===== src/rtl/vram_pkg.sv =====
// +-------------------------------------------------------------------------+
// | vram_pkg : shared types, default geometry and address helper for the   |
// |            frame-buffer arbiter                                         |
// | Revision : 1.0                                                          |
// +-------------------------------------------------------------------------+
`default_nettype none

package vram_pkg;

  localparam int c_FB_W   = 320;
  localparam int c_FB_H   = 240;
  localparam int c_ADDR_W = 17;

  typedef logic [11:0] rgb12;

  typedef struct packed {
    logic [c_ADDR_W-1:0] addr;
    rgb12                data;
  } wr_entry_t;

  // Row-major linear address; callers truncate to their RAM address width.
  function automatic int unsigned fb_addr(input int unsigned x,
                                          input int unsigned y,
                                          input int unsigned w = c_FB_W);
    return y * w + x;
  endfunction

endpackage

`default_nettype wire


===== src/rtl/wr_fifo.sv =====
// +-------------------------------------------------------------------------+
// | wr_fifo  : in-order synchronous FIFO of pending frame-buffer writes     |
// | Revision : 1.0                                                          |
// +-------------------------------------------------------------------------+
`default_nettype none

module wr_fifo
  import vram_pkg::*;
#(
  parameter int DEPTH = 4
) (
  input  logic      clk,
  input  logic      rstn,
  input  logic      push,
  input  wr_entry_t push_data,
  input  logic      pop,
  output wr_entry_t head,
  output logic      full,
  output logic      empty
);

  localparam int c_PTR_W = $clog2(DEPTH);

  wr_entry_t          r_mem [DEPTH];
  logic [c_PTR_W:0]   r_wptr;
  logic [c_PTR_W:0]   r_rptr;
  logic               w_do_push;
  logic               w_do_pop;

  assign w_do_push = push && !full;
  assign w_do_pop  = pop && !empty;

  // Extra pointer MSB distinguishes full from empty when the indices match.
  assign empty = (r_wptr == r_rptr);
  assign full  = (r_wptr[c_PTR_W] != r_rptr[c_PTR_W]) &&
                 (r_wptr[c_PTR_W-1:0] == r_rptr[c_PTR_W-1:0]);
  assign head  = r_mem[r_rptr[c_PTR_W-1:0]];

  always_ff @(posedge clk or negedge rstn) begin
    if (!rstn) begin
      r_wptr <= '0;
      r_rptr <= '0;
      for (int i = 0; i < DEPTH; i++) begin
        r_mem[i] <= '0;
      end
    end else begin
      if (w_do_push) begin
        r_mem[r_wptr[c_PTR_W-1:0]] <= push_data;
        r_wptr                     <= r_wptr + 1'b1;
      end
      if (w_do_pop) begin
        r_rptr <= r_rptr + 1'b1;
      end
    end
  end

endmodule

`default_nettype wire


===== src/rtl/vram_arbiter.sv =====
// +-------------------------------------------------------------------------+
// | vram_arbiter : shares one single-port frame-buffer RAM between display  |
// |                scan-out (always wins) and a FIFO-buffered pixel writer. |
// |                Optional fill-clear engine: VRAM_ARBITER_CLEAR_EN        |
// | Revision     : 1.0                                                      |
// +-------------------------------------------------------------------------+
`default_nettype none

module vram_arbiter
  import vram_pkg::*;
#(
  parameter int FB_W     = c_FB_W,
  parameter int FB_H     = c_FB_H,
  parameter int SCALE_SH = 1,
  parameter int ADDR_W   = c_ADDR_W,
  parameter int WF_DEPTH = 4
) (
  input  logic              clk,
  input  logic              rstn,
  input  logic [9:0]        pix_x,
  input  logic [9:0]        pix_y,
  output logic [11:0]       pixel,
  input  logic              wr_valid,
  output logic              wr_ready,
  input  logic [9:0]        wr_x,
  input  logic [8:0]        wr_y,
  input  logic [11:0]       wr_data,
  output logic [7:0]        drop_cnt,
  output logic [ADDR_W-1:0] mem_addr,
  output logic              mem_we,
  output logic [11:0]       mem_wdata,
  input  logic [11:0]       mem_rdata
`ifdef VRAM_ARBITER_CLEAR_EN
  ,
  input  logic              clr_req,
  input  logic [11:0]       clr_color,
  output logic              clr_busy
`endif
);

  logic              w_disp_req;
  logic              w_disp_slot;
  logic [ADDR_W-1:0] w_disp_addr;
  logic              w_in_range;
  logic              w_accept;
  wr_entry_t         w_push_entry;
  wr_entry_t         w_head;
  logic              w_fifo_full;
  logic              w_fifo_empty;
  logic              w_pop;
  logic              w_clr_active;
  logic              w_clr_write;
  logic [ADDR_W-1:0] w_clr_addr;
  rgb12              w_clr_data;
  logic              r_rd_d1;
  logic              r_req_d1;
  rgb12              r_hold;
  logic [7:0]        r_drop_cnt;

  // Display requests are masked during reset so the RAM port idles at 0.
  assign w_disp_req = rstn && (pix_x != 10'h3FF) && (pix_y != 10'h3FF);

  generate
    if (SCALE_SH > 0) begin : g_slot_scaled
      assign w_disp_slot = w_disp_req && (pix_x[SCALE_SH-1:0] == '0);
    end else begin : g_slot_every
      assign w_disp_slot = w_disp_req;
    end
  endgenerate

  assign w_disp_addr = ADDR_W'(fb_addr(32'(pix_x >> SCALE_SH),
                                       32'(pix_y >> SCALE_SH), FB_W));

  assign w_in_range = (int'(wr_x) < FB_W) && (int'(wr_y) < FB_H);
  assign wr_ready   = rstn && !w_fifo_full && !w_clr_active;
  assign w_accept   = wr_valid && wr_ready;

  assign w_push_entry.addr = c_ADDR_W'(fb_addr(32'(wr_x), 32'(wr_y), FB_W));
  assign w_push_entry.data = wr_data;

  wr_fifo #(
    .DEPTH (WF_DEPTH)
  ) u_wr_fifo (
    .clk       (clk),
    .rstn      (rstn),
    .push      (w_accept && w_in_range),
    .push_data (w_push_entry),
    .pop       (w_pop),
    .head      (w_head),
    .full      (w_fifo_full),
    .empty     (w_fifo_empty)
  );

`ifdef VRAM_ARBITER_CLEAR_EN
  localparam int c_FB_LAST = FB_W * FB_H - 1;

  logic              r_clr_busy;
  logic [ADDR_W-1:0] r_clr_addr;
  rgb12              r_clr_color;

  assign w_clr_active = r_clr_busy;
  assign w_clr_write  = r_clr_busy && !w_disp_slot;
  assign w_clr_addr   = r_clr_addr;
  assign w_clr_data   = r_clr_color;
  assign clr_busy     = r_clr_busy;

  always_ff @(posedge clk or negedge rstn) begin
    if (!rstn) begin
      r_clr_busy  <= 1'b0;
      r_clr_addr  <= '0;
      r_clr_color <= '0;
    end else if (!r_clr_busy) begin
      if (clr_req) begin
        r_clr_busy  <= 1'b1;
        r_clr_addr  <= '0;
        r_clr_color <= clr_color;
      end
    end else if (w_clr_write) begin
      if (r_clr_addr == ADDR_W'(c_FB_LAST)) begin
        r_clr_busy <= 1'b0;
      end else begin
        r_clr_addr <= r_clr_addr + 1'b1;
      end
    end
  end
`else
  assign w_clr_active = 1'b0;
  assign w_clr_write  = 1'b0;
  assign w_clr_addr   = '0;
  assign w_clr_data   = '0;
`endif

  // Slot arbitration: display read, then clear fill, then FIFO drain.
  always_comb begin
    mem_we    = 1'b0;
    mem_addr  = '0;
    mem_wdata = '0;
    w_pop     = 1'b0;
    if (w_disp_slot) begin
      mem_addr = w_disp_addr;
    end else if (w_clr_write) begin
      mem_we    = 1'b1;
      mem_addr  = w_clr_addr;
      mem_wdata = w_clr_data;
    end else if (!w_fifo_empty) begin
      w_pop     = 1'b1;
      mem_we    = 1'b1;
      mem_addr  = ADDR_W'(w_head.addr);
      mem_wdata = w_head.data;
    end
  end

  assign pixel = r_req_d1 ? (r_rd_d1 ? mem_rdata : r_hold) : 12'h000;

  always_ff @(posedge clk or negedge rstn) begin
    if (!rstn) begin
      r_rd_d1    <= 1'b0;
      r_req_d1   <= 1'b0;
      r_hold     <= '0;
      r_drop_cnt <= '0;
    end else begin
      r_rd_d1  <= w_disp_slot;
      r_req_d1 <= w_disp_req;
      r_hold   <= pixel;
      if (w_accept && !w_in_range && (r_drop_cnt != 8'hFF)) begin
        r_drop_cnt <= r_drop_cnt + 8'd1;
      end
    end
  end

  assign drop_cnt = r_drop_cnt;

endmodule

`default_nettype wire


===== config.mk =====
export PLATFORM = sky130hd
export DESIGN_NAME = vram_arbiter
export DESIGN_NICKNAME = d
export VERILOG_FILES = /design/src/rtl/vram_pkg.sv /design/src/rtl/wr_fifo.sv /design/src/rtl/vram_arbiter.sv
export SDC_FILE = /design/constraint.sdc
export NUM_CORES = 1
export LEC_CHECK = 0
export ABC_AREA = 0
export CAP_MARGIN = 40
export CORE_AREA = 3 3 136 138
export DETAILED_ROUTE_END_ITERATION = 8
export DIE_AREA = 0 0 139 141
export HOLD_SLACK_MARGIN = 0.03
export PLACE_DENSITY = 0.71
export REMOVE_ABC_BUFFERS = 1
export SLEW_MARGIN = 20
export SYNTH_ARGS = -nofsm -noshare
export SYNTH_HDL_FRONTEND = slang
export SYNTH_SLANG_ARGS = --single-unit

===== constraint.sdc =====
create_clock -name clk -period 5.1 [get_ports clk]
set_input_delay 1.53 -clock clk [delete_from_list [all_inputs] [get_ports clk]]
set_output_delay 1.53 -clock clk [all_outputs]
set_load 0.02 [all_outputs]

# Yosys cells after proc, flatten, opt, wreduce, memory -nomap -nowiden
# Cells that the tools add are included.
dict set report classes {
  addsub 5
  n_mul 2
  div 0
  magnitude_cmp 5
  n_eq_ne 6
  n_shift 0
  mux 14
  bitwise_logic 3
  n_reduce_logical 16
}
# operator count
set ops {}
lappend ops {{$bwmux 116} 1}
lappend ops {{$mux 29} 3}
lappend ops {{$bmux 29 s2} 1}
lappend ops {{$demux 29 s2} 1}
lappend ops {{$mux 12} 4}
lappend ops {{$mux 17} 2}
lappend ops {{$mul 9x3->11 const B} 2}
lappend ops {{$ne 10x10->1 const B} 2}
lappend ops {{$add 17x10->17} 1}
lappend ops {{$add 17x9->17} 1}
lappend ops {{$logic_and 1x1->1} 13}
lappend ops {{$lt 10x9->1 const B} 1}
lappend ops {{$lt 9x8->1 const B} 1}
lappend ops {{$add 8x1->8 const B} 1}
lappend ops {{$ne 8x8->1 const B} 1}
lappend ops {{$add 3x1->3 const B} 2}
lappend ops {{$ge 3x3->1 const B} 2}
lappend ops {{$not 2->3} 2}
lappend ops {{$eq 3x3->1} 1}
lappend ops {{$logic_not 1->1} 3}
lappend ops {{$lt 3x1->1 const B} 1}
lappend ops {{$eq 2x2->1} 1}
lappend ops {{$mux 1} 2}
lappend ops {{$ne 1x1->1} 1}
lappend ops {{$not 1->1} 1}
dict set report totals {
  register_bits 144
  latch_bits 0
  mem_bits_rw 0
  rom_bits 0
  inputBits 66
  out_inout_bits 51
  wordCells 65
  n_memories 0
}

# Depth between registers and ports, before layout
dict set report logic_depth {
  word_depth 7
  ltp_mapped 10
  ltp_nobuf 9
}

# Cells and area by module
# A second synthesis with hierarchy kept.
dict set report unflattened {
  hier_cells 622
  hier_area_um2 8041.5
}
# mod instances cells_each area_per_inst_um2 seq_area_each_um2
set by_module_without_submodules {}
lappend by_module_without_submodules {wr_fifo 1 327 5440.2 3052.9}
lappend by_module_without_submodules {vram_arbiter 1 295 2601.2 550.5}

# Worst setup path after synthesis
# No wires, ideal clock.
dict set report synth_path {
  kind {input to output}
  startpoint {input port pix_y[2]}
  endpoint {output port mem_addr[16]}
  arrival_time_ps 3830
  required_ps 3570
  path_slack_ps -260
  stages 9
  path_buffers 0
  path_cell_list {ha_1 -> ha_1 -> fa_1 -> a21oi_1 -> o21ai_0 -> xnor2_1 -> nand4_1 -> xnor2_1 -> o21ai_0}
}
dict set report synth_via {
  elab_chain_cells 4
  word_cells_on_any_way 6
  cone_classes {add/sub (1); mul (1); eq/ne (1); mux (1); reduce/logical (2)}
}
# element line
set synth_rtl {}
lappend synth_rtl {{start: declaration} vram_arbiter.sv:21} ;# input logic [9:0] pix_y,
lappend synth_rtl {{parallel branches: the longest is 3 deep, another holds $add 17x9->17} -}
lappend synth_rtl {{$mux 17 (*)} vram_arbiter.sv:139} ;# if (w_disp_slot) begin
lappend synth_rtl {{end: declaration} vram_arbiter.sv:29} ;# output logic [ADDR_W-1:0] mem_addr,
# Every way passes the cells marked *.

# Worst setup path in the final report
dict set report layout_path {
  startpoint {input port pix_y[4]}
  endpoint {output port mem_addr[16]}
}
# Same word-level chain as after synthesis.

==> impl_metrics.ini <==
[critical_path]
worst-path-buf-inv = 2
critPathMaxFanout = 3
start_kind = input pin
worstPathRequired_ns = 3.57
cp_common_cell = ha_4
cp-end-kind = primary output
cp_data_arrival_time_ns = 3.64
crit_chain = buf_8 -> ha_4 -> ha_4 -> fa_2 -> xor2_2 -> o2111ai_2 -> a211oi_2 -> nand4_1 -> xnor2_1 -> o21ai_1 -> buf_4
slowest_stage = fa_2
critPathTopFamily = adder cells
slowest_delay_ns = 0.39
crit_type = in -> out
reg2reg_slack_ns = 2.26

[grt]
grt_pass1_vias = 6647
track_usage = 0.218
antenna_found_initial = 0
grt_pass1_wl_um = 34300
grt_max_degree = 51
grt_remaining_overflow = 0

[synthesis]
ys_top_cells_by_count = 300 x nand2_1, 144 x dfrtp_1, 41 x ha_1
synthTopCellsByArea = dfrtp_1 45%, nand2_1 14%, mux4_2 8.2%, ha_1 6.5%, o21ai_0 2.0%
ys.flop_type = dfrtp_1
async_flop_share = 1.00
synth_top_area_frac = 0.455
yosysUniqueCellTypes = 55
synth_cells = 807
synth_edf_count = 0
synth_seq_cells = 144
yosysTopAreaCell = dfrtp_1
syn_avg_cell_area_um2 = 9.82
synth_most_common_cell = nand2_1
ys_seq_area_frac = 0.455
netlist_area_mm2 = 0.00792
ys_warn_count = 0

[power]
p_per_area_mw_per_mm2 = 486
ir_drop_uv = 343
power.total_mw = 5.14
p_int_mw = 3.34
power_frac_comb = 0.403
switchingPower_mw = 1.80
p_seq_frac = 0.354
power.leakage_nw = 5.07
clkPwrFrac = 0.242
swShare = 0.350

[floorplanning]
die_y_um = 141
core-area_mm2 = 0.0173
die_w_um = 139
dieArea_mm2 = 0.0196
row_count = 48
ios = 117
initial_core_util = 0.458

[sta]
finalClockSkew_ns = 0.00661
worst_slew_pin_slew_ns = 0.681
period_needed_ns = 5.17
setup_ws_ns = -0.0700
rsz0062_at_grt = true
slew_viol_final = 0
finalSetupViolations = 2
finalCritPeriodShare = 1.01
fmax_mhz = 193
hold_viol_final = 0
slew_headroom = 0.546

[routing]
first_pass_iters = 5
vias_per_cell = 5.34
drc = 0
drt.antenna.violating_nets = 0
wl_per_cell_um = 17.3
drtIter0Drc = 434
vias = 6419
drt_wl_total_um = 20800

[clock_tree]
ctsHtreeMaxLevel = 4
clock_path_buffers = 2
clk_latency_ns = 0.42
cts_root_buf = clkbuf_16
cts_tree = yes
cts-buffers-inserted = 17
cts_sinks = 144
clkTransAtPathRegs_ns = 0.06
holdBufCountCts = 0

[min_path]
hold_path.class = reg -> reg

[place]
dp.final_hpwl_um = 14200
place_congestion = 0.983
dp_slack_ns = -1.18
port_buffers = 116

[cells_and_area]
num-fill-cells = 1444
nets = 1077
diodes = 0
synthToLayoutAreaGrowth_pct = 33.4
layout-drive-gt1-share = 0.198

[status]
status = finished with violations
violations = negative setup slack

[flow_run]
maxCapViolations = 0
-- power groups by stage --
stage | sequential (mW) | clock (mW) | combinational (mW)
floorplan | 1.85 | 0 | 1.20
global placement | 1.82 | 0 | 2.03
detailed placement | 1.83 | 0 | 2.08
CTS | 1.82 | 1.27 | 2.05
global route | 1.87 | 1.31 | 2.28
finish | 1.82 | 1.25 | 2.07
-- state kept, by name, summed over array words and instances, names as in the netlist --
register          count
drop_cnt              8
r_hold               12
r_rd_d1               1
r_req_d1              1
u_wr_fifo.r_mem     116
u_wr_fifo.r_rptr      3
u_wr_fifo.r_wptr      3
-- logic make-up after synthesis --
logic type | count (synthesis) | share of synthesized area
adders and majority gates | 45 | 0.0748
xor gates and xnor gates | 34 | 0.0393
muxes | 55 | 0.119
DFF | 144 | 0.455
AOI/OAI and AO/OA | 88 | 0.0769
and+or+nand+nor | 384 | 0.206
buffers and inverters | 57 | 0.0287
-- per-stage QoR --
step / hold WS, ns / instance area [um2] / setup TNS (ns) / std cells / utilization
2_1_floorplan: 0.440 / 7770 / -5.06 / 769 / -
3_3_place_gp: 0.452 / 9660 / -14.07 / 1164 / 0.558
3_5_place_dp: 0.458 / 9710 / -15.24 / 1166 / 0.561
4_1_cts: 0.472 / 10500 / -0.264 / 1200 / 0.605
5_1_grt: 0.491 / 10600 / -0.426 / 1203 / 0.611
6_report: 0.470 / 10600 / -0.120 / 1203 / 0.611
-- routing by layer --
metal,vias to the layer above,wire length [um],track usage
li1,3062,-,-
met1,3107,9200,0.289
met2,220,10000,0.361
met3,30,1280,0.0488
met4,0,351,0.0690
met5,-,0,0
-- worst paths after layout --
| path | depth (start not counted) | end | from |
|---|---|---|---|
| worst max register to register | 7 | u_wr_fifo.r_mem[76] | u_wr_fifo.r_rptr[0] |
| max in group asynchronous | 4 | u_wr_fifo.r_mem[100] | rstn |
| min in group asynchronous | 1 | u_wr_fifo.r_mem[113] | rstn |
| worst min register to register | 2 | u_wr_fifo.r_mem[3] | u_wr_fifo.r_mem[3] |
| worst max-delay path | 11 | mem_addr[16] | pix_y[4] |
| worst min-delay path | 2 | u_wr_fifo.r_mem[3] | u_wr_fifo.r_mem[3] |
-- final cells by class --
type / instances / area, um2 / area share
Clock buffer: 21 / 450 / 0.0426
Clock inverter: 10 / 138 / 0.0130
Inverter: 19 / 71.3 / 0.00675
Sequential cell: 144 / 3600 / 0.341
Multi-Input combinational cell: 606 / 4410 / 0.417
Timing Repair Buffer: 178 / 1610 / 0.153
Tap cell: 225 / 282 / 0.0266
-- cell usage in the layout, fill, tap and decap left out, types with 6 or more instances in the layout --
cell type | netlist | final
nand2_1 | 300 | 299
dfrtp_1 | 144 | 143
clkdlybuf4s50_1 | 0 | 75
buf_4 | 0 | 59
mux4_2 | 29 | 29
ha_1 | 41 | 27
o21ai_0 | 32 | 26
inv_1 | 19 | 18
xor2_1 | 18 | 17
nor2b_1 | 18 | 17
clkbuf_16 | 0 | 17
and2_1 | 16 | 16
dlygate4sd2_1 | 0 | 16
xnor2_1 | 15 | 14
nor2_1 | 14 | 14
o21ai_1 | 7 | 12
mux2i_1 | 12 | 12
ha_4 | 0 | 12
nand4_1 | 10 | 10
a22o_1 | 8 | 8
clkbuf_2 | 0 | 7
mux2_1 | 6 | 6
-- repair_timing --
item | CTS | global route
buffers inserted | 3 | 3
pin swaps | 15 | 18
resized for setup | 117 | 48
endpoints found under the hold margin | 0 | 0
endpoints found under the setup margin | 30 | 12
-- worst register-to-register path, delay by kind of cell (launching register included) --
| kind | cells | cell delay, ns |
|---|---|---|
| buffers and inverters | 1 | 0.33 |
| and+or+nand+nor | 4 | 1.37 |
| xor gates and xnor gates | 1 | 0.33 |
| DFF | 1 | 0.59 |
| AOI/OAI and AO/OA | 1 | 0.15 |
No activity file was read; power rests on OpenSTA's default activity.
